## config.mk

```make
export PLATFORM = sky130hd
export DESIGN_NAME = mips_muldiv_flat
export DESIGN_NICKNAME = d
export VERILOG_FILES = /design/src/rtl/mips_muldiv_if.sv /design/src/rtl/mips_muldiv.sv /design/src/flat_wrapper.sv
export SDC_FILE = /design/constraint.sdc
export NUM_CORES = 1
export LEC_CHECK = 0
export BUFFER_PORTS_ARGS = -buffer_cell sky130_fd_sc_hd__buf_2
export CAP_MARGIN = 0
export CORE_MARGIN = 5
export CORE_UTILIZATION = 40
export CTS_CLUSTER_SIZE = 28
export DETAILED_ROUTE_END_ITERATION = 6
export GPL_ROUTABILITY_DRIVEN = 1
export PLACE_DENSITY = 0.68
export SLEW_MARGIN = 20
export SYNTH_ARGS = -nofsm -noshare
export SYNTH_HDL_FRONTEND = slang
export SYNTH_SLANG_ARGS = --single-unit
```

## constraint.sdc

```tcl
create_clock -name clk -period 4.9 [get_ports clk]
set_input_delay 1.225 -clock clk [delete_from_list [all_inputs] [get_ports clk]]
set_output_delay 1.225 -clock clk [all_outputs]
set_load 0.1 [all_outputs]
```

## src/rtl/mips_muldiv_if.sv

```systemverilog
// Request/result bundle between the control path and the multiply/divide unit.
// The control path drives the request; the unit returns status and the HI/LO pair.
interface mips_muldiv_if #(
  parameter int WIDTH = 32
);
  logic             start;
  logic [2:0]       op;
  logic [WIDTH-1:0] src_a;
  logic [WIDTH-1:0] src_b;
  logic             busy;
  logic             done;
  logic             div_zero;
  logic [WIDTH-1:0] hi;
  logic [WIDTH-1:0] lo;

  modport master (
    output start, op, src_a, src_b,
    input  busy, done, div_zero, hi, lo
  );

  modport slave (
    input  start, op, src_a, src_b,
    output busy, done, div_zero, hi, lo
  );
endinterface

```

## src/rtl/mips_muldiv.sv

```systemverilog
// Iterative MULT/MULTU/DIV/DIVU/MTHI/MTLO unit owning HI/LO: one shift-add or
// restoring-divide step per cycle on magnitudes, signs applied in FINISH.
module mips_muldiv #(
  parameter int WIDTH = 32
) (
  input  logic         clk,
  input  logic         reset_n,
  mips_muldiv_if.slave bus
);

  localparam int CNT_W = $clog2(WIDTH) + 1;
  localparam logic [CNT_W-1:0] LAST_ITER = CNT_W'(WIDTH - 1);

  localparam logic [2:0] OP_MULT  = 3'b000;
  localparam logic [2:0] OP_MULTU = 3'b001;
  localparam logic [2:0] OP_DIV   = 3'b010;
  localparam logic [2:0] OP_DIVU  = 3'b011;
  localparam logic [2:0] OP_MTHI  = 3'b100;
  localparam logic [2:0] OP_MTLO  = 3'b101;

  typedef enum logic [1:0] {IDLE, RUN, FINISH} state_e;

  state_e             state;
  logic               busy, done, div_zero;
  logic [WIDTH-1:0]   hi, lo;
  logic [CNT_W-1:0]   cnt;
  logic               is_div, dz, neg_q, neg_r;
  logic [WIDTH-1:0]   mag_a, mag_b;
  logic [2*WIDTH-1:0] acc;
  logic [WIDTH:0]     rem;
  logic [WIDTH-1:0]   quo;

  // Operand conditioning at acceptance: only MULT and DIV treat inputs as signed.
  logic             is_signed, a_neg, b_neg;
  logic [WIDTH-1:0] abs_a, abs_b;

  assign is_signed = (bus.op == OP_MULT) || (bus.op == OP_DIV);
  assign a_neg     = is_signed & bus.src_a[WIDTH-1];
  assign b_neg     = is_signed & bus.src_b[WIDTH-1];
  assign abs_a     = a_neg ? -bus.src_a : bus.src_a;
  assign abs_b     = b_neg ? -bus.src_b : bus.src_b;

  // Multiply step: conditionally add the multiplicand into the upper half, shift right.
  logic [WIDTH:0] mul_addend, mul_sum;
  assign mul_addend = acc[0] ? {1'b0, mag_a} : '0;
  assign mul_sum    = {1'b0, acc[2*WIDTH-1:WIDTH]} + mul_addend;

  // Divide step: shift the next dividend bit in, subtract if the divisor fits.
  logic [WIDTH+1:0] div_shift;
  logic [WIDTH:0]   div_diff;
  logic             div_fits;
  assign div_shift = {rem, quo[WIDTH-1]};
  assign div_fits  = div_shift >= {2'b00, mag_b};
  assign div_diff  = div_shift[WIDTH:0] - {1'b0, mag_b};

  always_ff @(posedge clk or negedge reset_n) begin
    if (!reset_n) begin
      state    <= IDLE;
      busy     <= 1'b0;
      done     <= 1'b0;
      div_zero <= 1'b0;
      hi       <= '0;
      lo       <= '0;
      cnt      <= '0;
      is_div   <= 1'b0;
      dz       <= 1'b0;
      neg_q    <= 1'b0;
      neg_r    <= 1'b0;
      mag_a    <= '0;
      mag_b    <= '0;
      acc      <= '0;
      rem      <= '0;
      quo      <= '0;
    end else begin
      // NOTE: non-blocking everywhere here, so every right-hand side sees the
      // pre-edge value and the later assignment to the same register wins.
      done <= 1'b0;
      case (state)
        IDLE: begin
          if (bus.start) begin
            case (bus.op)
              OP_MTHI: begin
                hi       <= bus.src_a;
                done     <= 1'b1;
                div_zero <= 1'b0;
              end
              OP_MTLO: begin
                lo       <= bus.src_a;
                done     <= 1'b1;
                div_zero <= 1'b0;
              end
              OP_MULT, OP_MULTU, OP_DIV, OP_DIVU: begin
                busy     <= 1'b1;
                div_zero <= 1'b0;
                cnt      <= '0;
                is_div   <= bus.op[1];
                mag_a    <= abs_a;
                mag_b    <= abs_b;
                acc      <= {{WIDTH{1'b0}}, abs_b};
                rem      <= '0;
                quo      <= abs_a;
                neg_q    <= a_neg ^ b_neg;
                neg_r    <= a_neg;
                dz       <= 1'b0;
                state    <= RUN;
                // Zero divisor: preload the architectural result and skip iterating.
                if (bus.op[1] && (bus.src_b == '0)) begin
                  dz    <= 1'b1;
                  neg_q <= 1'b0;
                  neg_r <= 1'b0;
                  rem   <= {1'b0, bus.src_a};
                  quo   <= '1;
                  state <= FINISH;
                end
              end
              default: ;
            endcase
          end
        end

        RUN: begin
          cnt <= cnt + 1'b1;
          if (is_div) begin
            rem <= div_fits ? div_diff : div_shift[WIDTH:0];
            quo <= {quo[WIDTH-2:0], div_fits};
          end else begin
            acc <= {mul_sum, acc[WIDTH-1:1]};
          end
          if (cnt == LAST_ITER) state <= FINISH;
        end

        FINISH: begin
          if (is_div) begin
            lo <= neg_q ? -quo : quo;
            hi <= neg_r ? -rem[WIDTH-1:0] : rem[WIDTH-1:0];
          end else begin
            {hi, lo} <= neg_q ? -acc : acc;
          end
          div_zero <= dz;
          done     <= 1'b1;
          busy     <= 1'b0;
          state    <= IDLE;
        end

        default: state <= IDLE;
      endcase
    end
  end

  assign bus.busy     = busy;
  assign bus.done     = done;
  assign bus.div_zero = div_zero;
  assign bus.hi       = hi;
  assign bus.lo       = lo;

endmodule

```

## src/flat_wrapper.sv

```systemverilog
// flat-port wrapper written by rule: the top's interface ports become plain ports
module mips_muldiv_flat 
#(
  parameter int WIDTH = 32
)
  (clk, reset_n, bus_start, bus_op, bus_src_a, bus_src_b, bus_busy, bus_done, bus_div_zero, bus_hi, bus_lo);
  mips_muldiv_if #(.WIDTH(WIDTH)) bus_i ();
  input  logic clk;
  input  logic reset_n;
  input wire logic [$bits(bus_i.start)-1:0] bus_start;
  input wire logic [$bits(bus_i.op)-1:0] bus_op;
  input wire logic [$bits(bus_i.src_a)-1:0] bus_src_a;
  input wire logic [$bits(bus_i.src_b)-1:0] bus_src_b;
  output wire logic [$bits(bus_i.busy)-1:0] bus_busy;
  output wire logic [$bits(bus_i.done)-1:0] bus_done;
  output wire logic [$bits(bus_i.div_zero)-1:0] bus_div_zero;
  output wire logic [$bits(bus_i.hi)-1:0] bus_hi;
  output wire logic [$bits(bus_i.lo)-1:0] bus_lo;
  assign bus_i.start = bus_start;
  assign bus_i.op = bus_op;
  assign bus_i.src_a = bus_src_a;
  assign bus_i.src_b = bus_src_b;
  assign bus_busy = bus_i.busy;
  assign bus_done = bus_i.done;
  assign bus_div_zero = bus_i.div_zero;
  assign bus_hi = bus_i.hi;
  assign bus_lo = bus_i.lo;
  mips_muldiv #(.WIDTH(WIDTH)) u_core (.clk(clk), .reset_n(reset_n), .bus(bus_i));
endmodule
```

# Word-level counts from Yosys, hierarchy flattened
# Index checks and enable logic that the tools add are counted.
# totals
ff_bits,272
input_bits,70
output_inout_bits,67
word_cells,112
# classes
addsub,8
magnitude_cmp,1
n_eq_ne,16
n_mux,49
bitwise_logic,3
reduce_logical,19
# ops
op,n
$mux W32,16
$mux W64,4
$pmux W32 S2,3
$mux W33,4
$neg A32 Y32,4
$pmux W64 S2,1
$pmux W33 S2,1
$neg A64 Y64,1
$ge A34 B32 Y1,1
$add A32 B33 Y33,1
$sub A33 B32 Y33,1
$logic_not A32 Y1,1
$reduce_and A3 Y1,7
$mux W6,2
$ne A2 B2 Y1 const B,6
$pmux W6 S2,1
$mux W1,9
$mux W2,4
$reduce_and A4 Y1,2
$add A6 B1 Y6 const B,1
$eq A3 B2 Y1 const B,2
$eq A3 B3 Y1 const B,2
$eq A6 B5 Y1 const B,1
$pmux W1 S2,3
15 further kinds,18

# Longest topological paths before layout
# depth
word_depth,8
depth_mapped,15
depth_no_buf,13

# Worst setup path after synthesis
# No wires, ideal clock.
# synth_path
kind,in2reg
start,input bus_src_b[21]
end,register u_core.rem[10]
setup_ps,83
arrival_time_ps,3802
required_ps,4817
path_slack_ps,1016
stages,8
n_path_buf,1
path_cell_list,or4_1 or3_1 or4_1 or3_1 nor4_2 clkbuf_1 a22oi_1 o21ai_0
# synth_between
elab_chain_cells,6
# synth_rtl
item,line_no,text
"start, declared",flat_wrapper.sv:13,input wire logic [$bits(bus_i.src_b)-1:0] bus_src_b;
$logic_not A32 Y1,mips_muldiv.sv:107,if (bus.op[1] && (bus.src_b == '0)) begin
$logic_and A1 B1 Y1,mips_muldiv.sv:107,
$mux W32,mips_muldiv.sv:107,
$mux W33,mips_muldiv.sv:81,case (bus.op)
$mux W33,mips_muldiv.sv:80,if (bus.start) begin
$pmux W33 S2,mips_muldiv.sv:78,case (state)
"end signal, assigned",mips_muldiv.sv:111,"rem <= {1'b0, bus.src_a};"
"end signal, assigned",mips_muldiv.sv:124,rem <= div_fits ? div_diff : div_shift[WIDTH:0];
"end, declared",mips_muldiv.sv:30,logic [WIDTH:0] rem;
# Every way passes these cells. The select of a mux whose other input is x is not followed.
# A chain may end at the register's enable or synchronous reset.

# Final worst setup path
# layout_path
start,register u_core.quo[31]
end,register u_core.rem[28]
# layout_between
elab_chain_cells,4
word_cells_on_any_way,5
classes_between,1 x add/sub; 1 x order compare; 3 x mux
# layout_rtl
item,line_no,text
"start, declared",mips_muldiv.sv:31,logic [WIDTH-1:0] quo;
"start signal, assigned",mips_muldiv.sv:101,quo <= abs_a;
"start signal, assigned",mips_muldiv.sv:125,"quo <= {quo[WIDTH-2:0], div_fits};"
$sub A33 B32 Y33 or $ge A34 B32 Y1 (tied branches),"mips_muldiv.sv:54, mips_muldiv.sv:53",
$mux W33 *,mips_muldiv.sv:124,
$mux W33 *,mips_muldiv.sv:123,if (is_div) begin
$pmux W33 S2 *,mips_muldiv.sv:78,
# Every way passes the cells marked *; elsewhere a longest branch is shown, timed or not. The select of a mux whose other input is x is not followed.

==> impl_metrics.tcl <==
set metrics [dict create \
    setup_viol 0 \
    grt_max_degree 109 \
    synth_edf_count 0 \
    synthTopCellsByArea "dfrtp_1 (35%), o21ai_0 (7.0%), a21oi_1 (6.0%)" \
    antenna_found_initial 5 \
    synth_top_family_by_area "compound AO/OA/AOI/OAI gates" \
    synth_mux_area_share_pct 0.847 \
    hold_class "register to register" \
    tritoncts "done" \
    p_leak_nw 9.04 \
    synth_adder_area_share_pct 4.74 \
    crit_path_max_fanout 14 \
    drive_gt1_share_pct 10.4 \
    synth-simple-area-share_pct 19.1 \
    initial_core_util_pct 40.5 \
    hpwl_microns 55000 \
    vias 19200 \
    min_period_ns 4.34 \
    root_buffer "clkbuf_16" \
    viasPerCell 6.20 \
    whs_ns 0.469 \
    area_growth_pct 12.3 \
    synth_area_sq_mm 0.0193 \
    cts_setup_buffers 0 \
    holdBufCountCts 0 \
    synthArstFlopShare_pct 100 \
    drt_pass1_iterations 7 \
    ir_worst_vdd_mv 0.959 \
    cp_num_buf_inv 3 \
    setup_tns_ns 0 \
    violations "DRC" \
    grt_pass1_vias 17900 \
    port_buffers 136 \
    end_kind "register" \
    yosysTopAreaCellShare_pct 35.2 \
    fmax_mhz 230 \
    syn-num-nets 2543 \
    synth-compound-area-share_pct 25.4 \
    crit_chain "inv_1, ha_1, inv_1, fa_1, a211oi_1, o21bai_1, a2111o_1, a21oi_1, o211ai_1, a31oi_4, buf_4, mux2i_1, a21oi_1" \
    ys_seq_area_share_pct 35.2 \
    cpPeakStageDelay_ns 0.54 \
    die_h_microns 230 \
    hold_depth 2 \
    insertion_delay_ns 0.56 \
    clock-skew-final_ns 0.0279 \
    drt_iter0_drc 2210 \
    synth.distinct_cells 71 \
    die_x_microns 230 \
    fin_nets 2606 \
    grt-ovfl-total 0 \
    hold_viol_final 0 \
    relSlewSlack_pct 21.6 \
    die_area_sq_mm 0.0528 \
    track_usage_pct 26.4 \
    synth_ff_type "dfrtp_1" \
    wl_per_cell_microns 23.5 \
    io_pins 137 \
    fin_crit_sh_pct 88.6 \
    num_rows 80 \
    yosys_warnings 0 \
    ant_nets 0 \
    power.density_mw_per_mm2 844 \
    wirelength_microns 73000 \
    fin_ws_ns 0.560 \
    avgSynthCellArea_sq_um 8.06 \
    grt_pass1_wl_microns 109000 \
    dp_slack_ns 0.504 \
    critPathRequiredTime_ns 5.33 \
    path_clk_slew_ns 0.06 \
    synthXorXnorAreaFrac_pct 10.4 \
    synth_cells 2401 \
    rsz0062_at_grt "no" \
    cp_slowest_cell "a31oi_4" \
    worstPathArrival_ns 4.77 \
    drc 1 \
    clk_path_buf_depth 3 \
    fill_cells 4671 \
    start_kind "register" \
    crit_type "register to register" \
    clock-sinks 272 \
    synth_top_cell_by_area "dfrtp_1" \
    cts_inserted_buffers 34 \
    maxCapViolCount 0 \
    worst-path-stages 13 \
    worst_slew_pin_slew_ns 1.17 \
    worst_r2r_path_depth 13 \
    reg2reg_slack_ns 0.56 \
    core_sq_mm 0.0477 \
    drv_slew 0 \
    htree_levels 2 \
    synth_seq_cells 272 \
    path_delay_family "compound AO/OA/AOI/OAI gates" \
    place_congestion 0.984 \
    post_cts_resized 0 \
    status "finished, violations left" \
]
==> logic make-up after synthesis <==
group / after synthesis
muxes: 15
xor gates and xnor gates: 229
buffers and inverters: 218
AOI/OAI and AO/OA: 808
and+or+nand+nor: 787
adders and majority gates: 72
DFF: 272
==> worst min-delay path, cell delays in order, from the launching register on <==
cell     delay (ns)
dfrtp_1        0.33
nand2_1        0.05
nand2_1        0.05
==> cell type report <==
cell class | instances | area (sq um) | area share, %
multi-input cells | 1911 | 11800 | 54.2
diodes | 3 | 7.51 | 0.0346
repair buffers | 172 | 1030 | 4.75
inverters | 73 | 274 | 1.26
clock buffers | 49 | 978 | 4.51
flip-flops and latches | 272 | 6810 | 31.4
well taps | 615 | 769 | 3.54
clock inverters | 9 | 71.3 | 0.328
==> metrics by stage <==
stage / area [sq um] / total power, mW / utilization (%) / std cells
CTS: 21700 / 18.2 / 45.4 / 3100
detailed placement: 20600 / 15.7 / 43.2 / 3042
finish: 21700 / 18.3 / 45.5 / 3104
floorplan: 19300 / 12.7 / - / 2401
global placement: 20600 / 15.5 / 43.2 / 3042
global route: 21700 / 19.5 / 45.5 / 3101
==> per-layer routing <==
| layer | wire length, microns | part of all wire (%) | global-route usage, % |
|---|---|---|---|
| met1 | 31500 | 43 | 37.3 |
| met2 | 31500 | 43 | 39.7 |
| met3 | 7470 | 10 | 6.88 |
| met4 | 2470 | 3.4 | 8.09 |
| met5 | 41 | 0.056 | 0 |
==> report_power, final <==
group | switching, mW | internal [mW]
Clock | 1.03 | 1.40
Combinational | 7.61 | 3.58
Sequential | 1.44 | 3.28
==> flip-flops by register name, indices dropped and copies added, names as in the netlist, 2 cells and up <==
register,flops
u_core.mag_a,32
u_core.rem,33
u_core.mag_b,32
u_core.bus.lo,32
u_core.acc,64
u_core.state,2
u_core.bus.hi,32
u_core.cnt,6
u_core.quo,32
==> cells in the final DEF (no fill, tap or decap), types with 23 or more instances in the layout <==
cell / n
o41ai_1: 23
inv_1: 73
o22ai_1: 35
a211oi_1: 34
and2_1: 39
a21oi_1: 230
nand3_1: 34
buf_2: 135
nand2_1: 296
o21ai_0: 270
or3_1: 47
dfrtp_1: 270
clkbuf_16: 35
a22oi_1: 25
o31ai_1: 52
xor2_1: 120
nor2_1: 190
ha_1: 70
buf_4: 31
nor3_1: 42
xnor2_1: 109
==> final timing paths <==
kind	from	end
min in group asynchronous	reset_n	u_core.cnt[2]
max in group asynchronous	reset_n	u_core.rem[10]
setup reg to reg	u_core.quo[31]	u_core.rem[28]
setup / recovery	u_core.quo[31]	u_core.rem[28]
hold / removal	u_core.mag_a[14]	u_core.mag_a[14]
hold reg to reg	u_core.mag_a[14]	u_core.mag_a[14]
==> cell usage after synthesis (7+ instances only) <==
master	number
or4_1	18
a21oi_1	230
xor2_1	120
nor2_1	192
a31oi_1	19
a22oi_1	25
clkbuf_1	128
inv_1	73
nor4_1	23
dfrtp_1	272
o21bai_1	13
buf_1	10
nand2b_1	18
a221oi_1	16
a211oi_1	34
o211ai_1	8
and3_1	16
o31ai_1	52
a21o_1	20
o221ai_1	16
nor3_1	43
o21ai_0	271
o41ai_1	23
o21a_1	11
o22ai_1	35
nor2b_1	8
nand3_1	34
or2_2	7
ha_1	70
nand4_1	16
nand2_1	297
and2_1	39
or3_1	48
mux2i_1	13
xnor2_1	109
(Power assumes the default switching activity.)
